===== config.mk =====
export PLATFORM = sky130hd
export DESIGN_NAME = nano_int_ctrl_flat
export DESIGN_NICKNAME = d
export VERILOG_FILES = /design/src/rtl/nano_int_pkg.sv /design/src/rtl/nano_int_ctrl_if.sv /design/src/rtl/nano_int_sync_edge.sv /design/src/rtl/nano_int_ctrl.sv /design/src/flat_wrapper.sv
export SDC_FILE = /design/constraint.sdc
export NUM_CORES = 1
export LEC_CHECK = 0
export BUFFER_PORTS_ARGS = -buffer_cell sky130_fd_sc_hd__buf_2
export CORE_MARGIN = 2
export CORE_UTILIZATION = 45
export DETAILED_ROUTE_END_ITERATION = 16
export MAX_ROUTING_LAYER = met4
export PLACE_DENSITY = 0.73
export REMOVE_ABC_BUFFERS = 1
export SYNTH_ARGS = -nofsm -noshare
export SYNTH_HDL_FRONTEND = slang
export SYNTH_HIERARCHICAL = 1
export SYNTH_SLANG_ARGS = --single-unit

===== constraint.sdc =====
create_clock -name CLK -period 1.3 [get_ports CLK]
set_input_delay 0.26 -clock CLK [delete_from_list [all_inputs] [get_ports CLK]]
set_output_delay 0.26 -clock CLK [all_outputs]
set_load 0.05 [all_outputs]

===== src/rtl/nano_int_pkg.sv =====
// Shared types and constants for the Nano MCU interrupt controller.
package nano_int_pkg;

  typedef enum logic [1:0] {
    IDLE,
    REQ,
    SVC
  } state_e;

  localparam int unsigned ID_W  = 2;
  localparam int unsigned VEC_W = 4;

  localparam logic [VEC_W-1:0] VEC_BASE_DEF = 4'h8;

endpackage


===== src/rtl/nano_int_ctrl_if.sv =====
// CPU/pad-facing signal bundle of the interrupt controller.
// master = CPU and pad side, slave = controller.
interface nano_int_ctrl_if #(
  parameter int unsigned NUM_INT = 3
);
  import nano_int_pkg::*;

  logic [NUM_INT-1:0] EINT;
  logic               GIE;
  logic               MASK_WE;
  logic [NUM_INT-1:0] MASK_DIN;
  logic [NUM_INT-1:0] MASK;
  logic [NUM_INT-1:0] PEND;
  logic               IRQ;
  logic               INT_ACK;
  logic               INT_RET;
  logic               IN_SVC;
  logic [ID_W-1:0]    ID;
  logic [VEC_W-1:0]   VEC;

  modport master (
    output EINT, GIE, MASK_WE, MASK_DIN, INT_ACK, INT_RET,
    input  MASK, PEND, IRQ, IN_SVC, ID, VEC
  );

  modport slave (
    input  EINT, GIE, MASK_WE, MASK_DIN, INT_ACK, INT_RET,
    output MASK, PEND, IRQ, IN_SVC, ID, VEC
  );

endinterface


===== src/rtl/nano_int_sync_edge.sv =====
// Per-line synchronizer plus registered, arm-gated rising-edge pulse.
module nano_int_sync_edge #(
  parameter int unsigned SYNC_STAGES = 2
) (
  input  logic CLK,
  input  logic RST,
  input  logic i_async,
  input  logic i_arm,
  output logic o_rise
);

  logic [SYNC_STAGES-1:0] r_sync;
  logic                   r_prev;
  logic                   r_rise;
  logic                   w_level;

  assign w_level = r_sync[SYNC_STAGES-1];

  always_ff @(posedge CLK) begin
    if (RST) begin
      r_sync <= '0;
      r_prev <= 1'b0;
      r_rise <= 1'b0;
    end else begin
      r_sync <= {r_sync[SYNC_STAGES-2:0], i_async};
      r_prev <= w_level;
      r_rise <= i_arm & w_level & ~r_prev;
    end
  end

  assign o_rise = r_rise;

endmodule


===== src/rtl/nano_int_ctrl.sv =====
// Interrupt controller: edge capture, pending/mask, arbitration, IRQ/ACK/RET FSM.
// Define NANO_INT_RR_PRIO_EN for rotating priority; default is fixed (line 0 highest).
module nano_int_ctrl
  import nano_int_pkg::*;
#(
  parameter int unsigned      NUM_INT     = 3,
  parameter int unsigned      SYNC_STAGES = 2,
  parameter logic [VEC_W-1:0] VEC_BASE    = VEC_BASE_DEF
) (
  input logic             CLK,
  input logic             RST,
  nano_int_ctrl_if.slave  bus
);

  localparam int unsigned ARM_CYC = SYNC_STAGES + 1;
  localparam int unsigned ARM_W   = $clog2(ARM_CYC + 1);

  logic [ARM_W-1:0]   r_arm_cnt;
  logic               w_armed;
  logic [NUM_INT-1:0] w_rise;
  logic [NUM_INT-1:0] r_pend;
  logic [NUM_INT-1:0] r_mask;
  logic [NUM_INT-1:0] w_elig;
  logic [NUM_INT-1:0] w_clr;
  logic               w_any;
  logic               w_ack_ok;
  logic [ID_W-1:0]    w_win;
  state_e             r_state;
  logic               r_irq;
  logic               r_in_svc;
  logic [ID_W-1:0]    r_id;
  logic [VEC_W-1:0]   r_vec;

  // Hold off edge detection until the sync chains carry post-reset samples.
  assign w_armed = (r_arm_cnt == ARM_W'(ARM_CYC));

  always_ff @(posedge CLK) begin
    if (RST) begin
      r_arm_cnt <= '0;
    end else if (!w_armed) begin
      r_arm_cnt <= r_arm_cnt + 1'b1;
    end
  end

  for (genvar g = 0; g < NUM_INT; g++) begin : g_line
    nano_int_sync_edge #(
      .SYNC_STAGES(SYNC_STAGES)
    ) u_sync_edge (
      .CLK    (CLK),
      .RST    (RST),
      .i_async(bus.EINT[g]),
      .i_arm  (w_armed),
      .o_rise (w_rise[g])
    );
  end

  assign w_elig   = r_pend & r_mask & {NUM_INT{bus.GIE}};
  assign w_any    = |w_elig;
  assign w_ack_ok = (r_state == REQ) & bus.INT_ACK & w_any;
  assign w_clr    = w_ack_ok ? (NUM_INT'(1) << w_win) : '0;

`ifdef NANO_INT_RR_PRIO_EN
  logic [ID_W-1:0] r_ptr;

  // Descending scan so the index closest to the pointer is assigned last.
  always_comb begin
    w_win = '0;
    for (int j = 0; j < NUM_INT; j++) begin
      if (r_ptr == ID_W'(j)) begin
        for (int i = NUM_INT - 1; i >= 0; i--) begin
          if (w_elig[(i + j) % NUM_INT]) w_win = ID_W'((i + j) % NUM_INT);
        end
      end
    end
  end

  always_ff @(posedge CLK) begin
    if (RST) begin
      r_ptr <= '0;
    end else if (w_ack_ok) begin
      r_ptr <= (w_win == ID_W'(NUM_INT - 1)) ? '0 : w_win + 1'b1;
    end
  end
`else
  always_comb begin
    w_win = '0;
    for (int i = NUM_INT - 1; i >= 0; i--) begin
      if (w_elig[i]) w_win = ID_W'(i);
    end
  end
`endif

  // A new edge in the same cycle as the ACK clear must survive.
  always_ff @(posedge CLK) begin
    if (RST) begin
      r_mask <= '0;
      r_pend <= '0;
    end else begin
      if (bus.MASK_WE) r_mask <= bus.MASK_DIN;
      r_pend <= (r_pend & ~w_clr) | w_rise;
    end
  end

  always_ff @(posedge CLK) begin
    if (RST) begin
      r_state  <= IDLE;
      r_irq    <= 1'b0;
      r_in_svc <= 1'b0;
      r_id     <= '0;
      r_vec    <= '0;
    end else begin
      unique case (r_state)
        IDLE: begin
          if (w_any) begin
            r_state <= REQ;
            r_irq   <= 1'b1;
          end
        end
        REQ: begin
          if (w_ack_ok) begin
            r_state  <= SVC;
            r_irq    <= 1'b0;
            r_in_svc <= 1'b1;
            r_id     <= w_win;
            r_vec    <= VEC_BASE + VEC_W'(w_win);
          end else if (!w_any) begin
            r_state <= IDLE;
            r_irq   <= 1'b0;
          end
        end
        SVC: begin
          if (bus.INT_RET) begin
            r_state  <= IDLE;
            r_in_svc <= 1'b0;
          end
        end
        default: begin
          r_state  <= IDLE;
          r_irq    <= 1'b0;
          r_in_svc <= 1'b0;
        end
      endcase
    end
  end

  assign bus.MASK   = r_mask;
  assign bus.PEND   = r_pend;
  assign bus.IRQ    = r_irq;
  assign bus.IN_SVC = r_in_svc;
  assign bus.ID     = r_id;
  assign bus.VEC    = r_vec;

endmodule


===== src/flat_wrapper.sv =====
// flat-port wrapper written by rule: the top's interface ports become plain ports
module nano_int_ctrl_flat import nano_int_pkg::*;
#(
  parameter int unsigned      NUM_INT     = 3,
  parameter int unsigned      SYNC_STAGES = 2,
  parameter logic [VEC_W-1:0] VEC_BASE    = VEC_BASE_DEF
)
  (CLK, RST, bus_EINT, bus_GIE, bus_MASK_WE, bus_MASK_DIN, bus_INT_ACK, bus_INT_RET, bus_MASK, bus_PEND, bus_IRQ, bus_IN_SVC, bus_ID, bus_VEC);
  nano_int_ctrl_if #(.NUM_INT(NUM_INT)) bus_i ();
  input logic CLK;
  input logic RST;
  input wire logic [$bits(bus_i.EINT)-1:0] bus_EINT;
  input wire logic [$bits(bus_i.GIE)-1:0] bus_GIE;
  input wire logic [$bits(bus_i.MASK_WE)-1:0] bus_MASK_WE;
  input wire logic [$bits(bus_i.MASK_DIN)-1:0] bus_MASK_DIN;
  input wire logic [$bits(bus_i.INT_ACK)-1:0] bus_INT_ACK;
  input wire logic [$bits(bus_i.INT_RET)-1:0] bus_INT_RET;
  output wire logic [$bits(bus_i.MASK)-1:0] bus_MASK;
  output wire logic [$bits(bus_i.PEND)-1:0] bus_PEND;
  output wire logic [$bits(bus_i.IRQ)-1:0] bus_IRQ;
  output wire logic [$bits(bus_i.IN_SVC)-1:0] bus_IN_SVC;
  output wire logic [$bits(bus_i.ID)-1:0] bus_ID;
  output wire logic [$bits(bus_i.VEC)-1:0] bus_VEC;
  assign bus_i.EINT = bus_EINT;
  assign bus_i.GIE = bus_GIE;
  assign bus_i.MASK_WE = bus_MASK_WE;
  assign bus_i.MASK_DIN = bus_MASK_DIN;
  assign bus_i.INT_ACK = bus_INT_ACK;
  assign bus_i.INT_RET = bus_INT_RET;
  assign bus_MASK = bus_i.MASK;
  assign bus_PEND = bus_i.PEND;
  assign bus_IRQ = bus_i.IRQ;
  assign bus_IN_SVC = bus_i.IN_SVC;
  assign bus_ID = bus_i.ID;
  assign bus_VEC = bus_i.VEC;
  nano_int_ctrl #(.NUM_INT(NUM_INT), .SYNC_STAGES(SYNC_STAGES), .VEC_BASE(VEC_BASE)) u_core (.CLK(CLK), .RST(RST), .bus(bus_i));
endmodule

## Word level (Yosys, flattened, before mapping)

Index checks and enable logic that the tools add are counted.
Widths: inputs -> output; s select.

| word-level totals | value |
|---|---|
| flip-flop bits (word level) | 30 |
| bits in latches | 0 |
| RAM bits | 0 |
| bits in read-only memories | 0 |
| bits of input ports | 12 |
| output and inout port bits | 14 |
| word-level logic and storage cells | 67 |
| memories | 0 |

| cells by class | value |
|---|---|
| $add $sub $neg | 2 |
| multipliers | 0 |
| div/mod/pow operators | 0 |
| $lt $le $gt $ge | 0 |
| eq/ne operators | 7 |
| shift-type cells | 1 |
| mux-type cells | 16 |
| bitwise logic cells | 18 |
| reduce and logical (&&, ||, !) cells | 6 |

Operator list:

| cell | number |
|---|---|
| $mux 2 | 7 |
| $and 3x3->3 | 3 |
| $reduce_and 3->1 | 3 |
| $and 1x1->1 | 8 |
| $pmux 1 s3 | 2 |
| $pmux 2 s3 | 1 |
| $mux 1 | 5 |
| $not 1->1 | 5 |
| $add 4x2->4 const A | 1 |
| $eq 2x2->1 const B | 2 |
| $ne 2x1->1 const B | 2 |
| $mux 3 | 1 |
| $ne 3x3->1 const B | 1 |
| $not 3->3 | 1 |
| $or 3x3->3 | 1 |
| $reduce_or 3->1 | 1 |
| $shl 1x2->3 const A | 1 |
| $add 2x1->2 const B | 1 |
| $eq 2x1->1 const B | 1 |
| $logic_not 2->1 | 1 |
| $ne 2x2->1 const B | 1 |
| $reduce_and 2->1 | 1 |

## Logic depth before layout (Yosys ltp)

| depth | value |
|---|---|
| depth in word-level cells | 10 |
| gate-level depth with buffers | 4 |

## Cells and area by module

The synthesis kept the hierarchy.

Modules (own cells, without submodules):

| module | instances | cells an instance | area each (um2) | seq. area each (um2) |
|---|---|---|---|---|
| nano_int_ctrl | 1 | 62 | 625.6 | 300.3 |
| nano_int_sync_edge | 3 | 8 | 118.9 | 80.1 |

## Worst setup path before layout

OpenSTA, ideal clock, no wires.

| timing | value |
|---|---|
| path type | register to register |
| from | reg u_core.r_pend[0] (netlist: u_core/bus.PEND[0]) |
| to | reg u_core.r_in_svc (netlist: u_core/bus.IN_SVC) |
| arrival | 1341 ps |
| data required time | 1184 ps |
| path slack | -157 ps |
| stages on the path, launching flop included | 4 |
| period minus slack after synthesis | 1457 ps |
| cells stage by stage | dfxtp_1 -> a222oi_1 -> nor2_2 -> o211a_1 |

| on the way | value |
|---|---|
| longest elaborated chain between the ends | 6 |

RTL lines:

| what | RTL line | source |
|---|---|---|
| start: declaration | nano_int_ctrl.sv:21 | `logic [NUM_INT-1:0] r_pend;` |
| start signal: assignment | nano_int_ctrl.sv:100 | `r_pend <= (r_pend & ~w_clr) \| w_rise;` |
| $and 3x3->3 (2 in series) | nano_int_ctrl.sv:57 | `assign w_elig = r_pend & r_mask & {NUM_INT{bus.GIE}};` |
| $reduce_or 3->1 | nano_int_ctrl.sv:58 | `assign w_any = \|w_elig;` |
| $and 1x1->1 | nano_int_ctrl.sv:59 | `assign w_ack_ok = (r_state == REQ) & bus.INT_ACK & w_any;` |
| $ne 2x1->1 (no line) | - |  |
| $reduce_and 3->1 (no line) | - |  |
| end signal: assignment | nano_int_ctrl.sv:108 | `r_in_svc <= 1'b0;` |
| end signal: assignment | nano_int_ctrl.sv:123 | `r_in_svc <= 1'b1;` |
| end signal: assignment | nano_int_ctrl.sv:134 | `r_in_svc <= 1'b0;` |
| end: declaration | nano_int_ctrl.sv:30 | `logic r_in_svc;` |

No other way between the ends.
A chain may end at the register's enable or synchronous reset.

## Worst setup path after layout

| timing | value |
|---|---|
| from | reg u_core.r_mask[1] (netlist: u_core/bus.MASK[1]) |
| to | out bus_MASK[1] |

RTL lines:

| what | RTL line | source |
|---|---|---|
| start: declaration | nano_int_ctrl.sv:22 | `logic [NUM_INT-1:0] r_mask;` |
| start signal: assignment | nano_int_ctrl.sv:99 | `if (bus.MASK_WE) r_mask <= bus.MASK_DIN;` |
| end: declaration | flat_wrapper.sv:18 | `output wire logic [$bits(bus_i.MASK)-1:0] bus_MASK;` |

No word-level cell between the ends.

==> impl_metrics.csv <==
group,metric,value,unit
power,leakagePower,0.549,nW
power,finalPower,0.00136,W
sta,max_freq,808,MHz
synth,async_flop_share,0,%
synth,synth_edf_count,0,
sta,finalSetupViolCount,0,
critical_path,worstPathArrival,0.98,ns
sta,rsz0062_at_grt,"yes",
synth,synth_ff_type,"dfxtp_1",
clocking,cts.sinks,27,
synth,yosysTopAreaCellShare,55.0,%
power,power_frac_clock,25.0,%
clocking,cts_buffers,3,
critical_path,timing_worst_setup_path_type,"flip-flop to output pin",
clocking,htreeDepth,1,
synth,synth_top_family_by_area,"simple AND/OR/NAND/NOR gates",
clocking,clk_pin_slew,0.13,ns
synth,synth_fa_ha_area_share,1.27,%
power,comb_power_share,10.6,%
synth,synth.area.mux_share,4.08,%
job,drv_cap,0,
synth,yosysMostFrequentCell,"dfxtp_1",
critical_path,end_kind,"output pin",
floorplanning,fp-row-count,16,
placement,numPortBuffers,24,
synth,synth_commonest_cells,"dfxtp_1 (27), and2b_2 (9), nor2_1 (5), mux2i_1 (4), o21a_1 (4)",
synth,synth_warnings,6,
floorplanning,dieArea,2570,µm²
critical_path,regToRegEndpoint,"u_core/bus.IN_SVC",
sta,hold_violations,0,
routing,routedWlPerCell,11.3,µm
global_route,grt_max_degree,23,
routing,initialDrtViolationCount,9,
clocking,clock_latency,0.31,ns
critical_path,r2r_setup_slack,0.12,ns
final_layout,finalNetCount,129,
floorplanning,fp.dieH,50.7,µm
clocking,holdBufCountCts,0,
power,powerDensity,1140,nW/µm²
sta,fin_skew,0.00962,ns
critical_path,setup.worst_path.start_class,"flip-flop",
critical_path,critPathMaxFanout,5,
final_layout,finalInstanceArea,1190,µm²
synth,syn_area,982,µm²
synth,synth_area_leaders,"dfxtp_1 (55%), and2b_2 (8.0%), mux2i_1 (4.1%)",
placement,gp_congestion,0.751,
hold_path,holdPathEnd,"u_core/r_state[0]",
global_route,antenna_found_initial,0,
sta,tns,0,ns
final_layout,drive_above_1_share,42.6,%
sta,drv_slew,0,
critical_path,r2r_start,"u_core/bus.MASK[0]",
synth,ys_ff_latch,27,
clocking,clockRootBuffer,"clkbuf_4",
placement,postPlaceCellArea,1150,µm²
power,p_int,0.00104,W
routing,avgViaCountPerCell,5.05,
power,seqPwrFrac,64.4,%
global_route,grt_overflow,0,
clocking,cts_tree,"yes",
synth,yosys.area_share.simple,21.7,%
power,swShare,23.2,%
global_route,grt_pass1_wl,2640,µm
floorplanning,initial_utilization,49.1,%
floorplanning,io_pins,26,
synth,synth-xor-area-share,0.892,%
hold_path,hold_class,"input port to flip-flop",
sta,fin_crit_sh,95.2,%
critical_path,r2r_cells,4,
synth,synth_compound_gate_area_share,12.9,%
final_layout,diodes,0,
final_layout,area.growth.synth_to_final,21.7,%
synth,netlist_instances,86,
routing,drt_first_pass_iters,4,
synth,seq_area_frac_synth,55.0,%
global_route,grt_pass1_vias,637,
sta,hold_ws,0.150,ns
clocking,cts_buffer_depth,2,
critical_path,required,1.04,ns
routing,drt-total-wl,1600,µm
floorplanning,coreArea,2000,µm²
floorplanning,die_w,50.7,µm
synth,netlist.top_cell.by_area,"dfxtp_1",
routing,num_vias,717,
power,peakVddDrop,698,µV
sta,min_period,1.24,ns
placement,hpwl,1200,µm
global_route,grtUsageTotal,14.1,%
routing,drc,0,
routing,final_antenna_net_count,0,
hold_path,worstHoldStart,"bus_INT_ACK",
clocking,cts_setup_buffers,0,
synth,syn_avg_cell_area,11.4,µm²
synth,synth_cell_types,31,
run_status,outcome,"finished clean",
power,p_switching,0.000316,W
hold_path,hold_depth,2,
==> cell usage in the layout, fill, tap and decap left out, drive strengths merged <==
cell     netlist  final
or3b           1      1
or2            1      1
buf            3     27
and2b          9      9
ha             1      1
nand4          2      2
o21a           4      4
clkbuf         1      6
conb           1      1
nor2           6      6
and4bb         3      3
o211a          1      1
nand2          3      3
and4b          1      1
nor3b          1      1
xor2           1      1
inv            3      3
a222oi         1      1
a21oi          2      2
o2bb2ai        1      1
a31oi          1      1
o21ai          2      2
o32ai          2      2
a21boi         1      1
nand4b         1      1
mux2i          4      4
a22o           1      1
nor2b          1      1
dfxtp         27     27
==> kinds of logic (layout without fill, tap and decap cells) <==
family                   count (synthesis)  count (layout)
XOR/XNOR                                 1               1
buffers and inverters                    7              36
other                                    1               1
adder cells (fa/ha/maj)                  1               1
multiplexers                             4               4
flip-flops                              27              27
AND/OR/NAND/NOR                         29              29
AO/OA/AOI/OAI                           16              16
==> worst max path at each step <==
stage	start	endpoint	slack, ns
4_1_cts	u_core/bus.PEND[2]	bus_PEND[2]	0.01
2_1_floorplan	u_core/bus.PEND[0]	u_core/bus.IN_SVC	-0.16
5_1_grt	u_core/bus.MASK[0]	u_core/bus.IN_SVC	-0.006
3_5_place_dp	u_core/bus.PEND[0]	u_core/bus.IN_SVC	0.1
3_3_place_gp	u_core/bus.PEND[0]	u_core/bus.IN_SVC	0.13
6_report	u_core/bus.MASK[1]	bus_MASK[1]	0.06
==> worst max-delay path: stages (launching register included) <==
cell     delay [ns]
dfxtp_1        0.35
buf_4          0.13
buf_4          0.19
==> layer usage <==
layer  share of wire, %  vias to the layer above  global-route usage [%]
li1                   -                      362                       -
met2                 43                       29                    22.4
met5                  0                        -                       -
met4               0.94                        0                    6.76
met3                6.5                        2                    3.57
met1                 50                      324                    16.8
==> timing repair <==
action / in CTS / in global routing
pin swaps: 0 / 1
hold endpoints to repair: 0 / 0
gates resized for setup: 2 / 8
setup endpoints to repair: 2 / 9
==> power by group through the flow <==
stage | clock network, W | registers, W | logic (W)
final | 0.000340 | 0.000876 | 0.000144
after global routing | 0.000390 | 0.000883 | 0.000160
after CTS | 0.000360 | 0.000877 | 0.000145
after detailed placement | 0 | 0.000895 | 0.000142
after global placement | 0 | 0.000893 | 0.000137
after floorplan | 0 | 0.000916 | 0.0000655
==> state kept, by name, indices dropped and copies added (netlist names) <==
| register | flops |
|---|---|
| u_core/r_state | 2 |
| u_core/bus.PEND | 3 |
| u_core/bus.IN_SVC | 1 |
| u_core/bus.IRQ | 1 |
| u_core/r_arm_cnt | 2 |
| u_core/bus.MASK | 3 |
| u_core/g_line.u_sync_edge/r_sync | 6 |
| u_core/g_line.u_sync_edge/r_prev | 3 |
| u_core/bus.VEC | 2 |
| u_core/g_line.u_sync_edge/o_rise | 3 |
| u_core/bus.ID | 1 |
==> final cells by class <==
type	count	area, µm²
clock buffers	4	26.3
flip-flops and latches	27	544
inverters	3	11.3
fillers	195	807
repair buffers	29	170
well taps	27	33.8
multi-input cells	52	409
==> metrics by stage <==
step           setup WS [ns]  instances  util (%)
4_1_cts              0.00973        142      58.9
3_5_place_dp          0.0953        138      57.3
2_1_floorplan         -0.157         82         -
3_3_place_gp           0.131        138      57.3
6_report              0.0621        142      59.7
5_1_grt             -0.00572        142      59.7
Note: power is estimated with default switching activity, not from simulation.
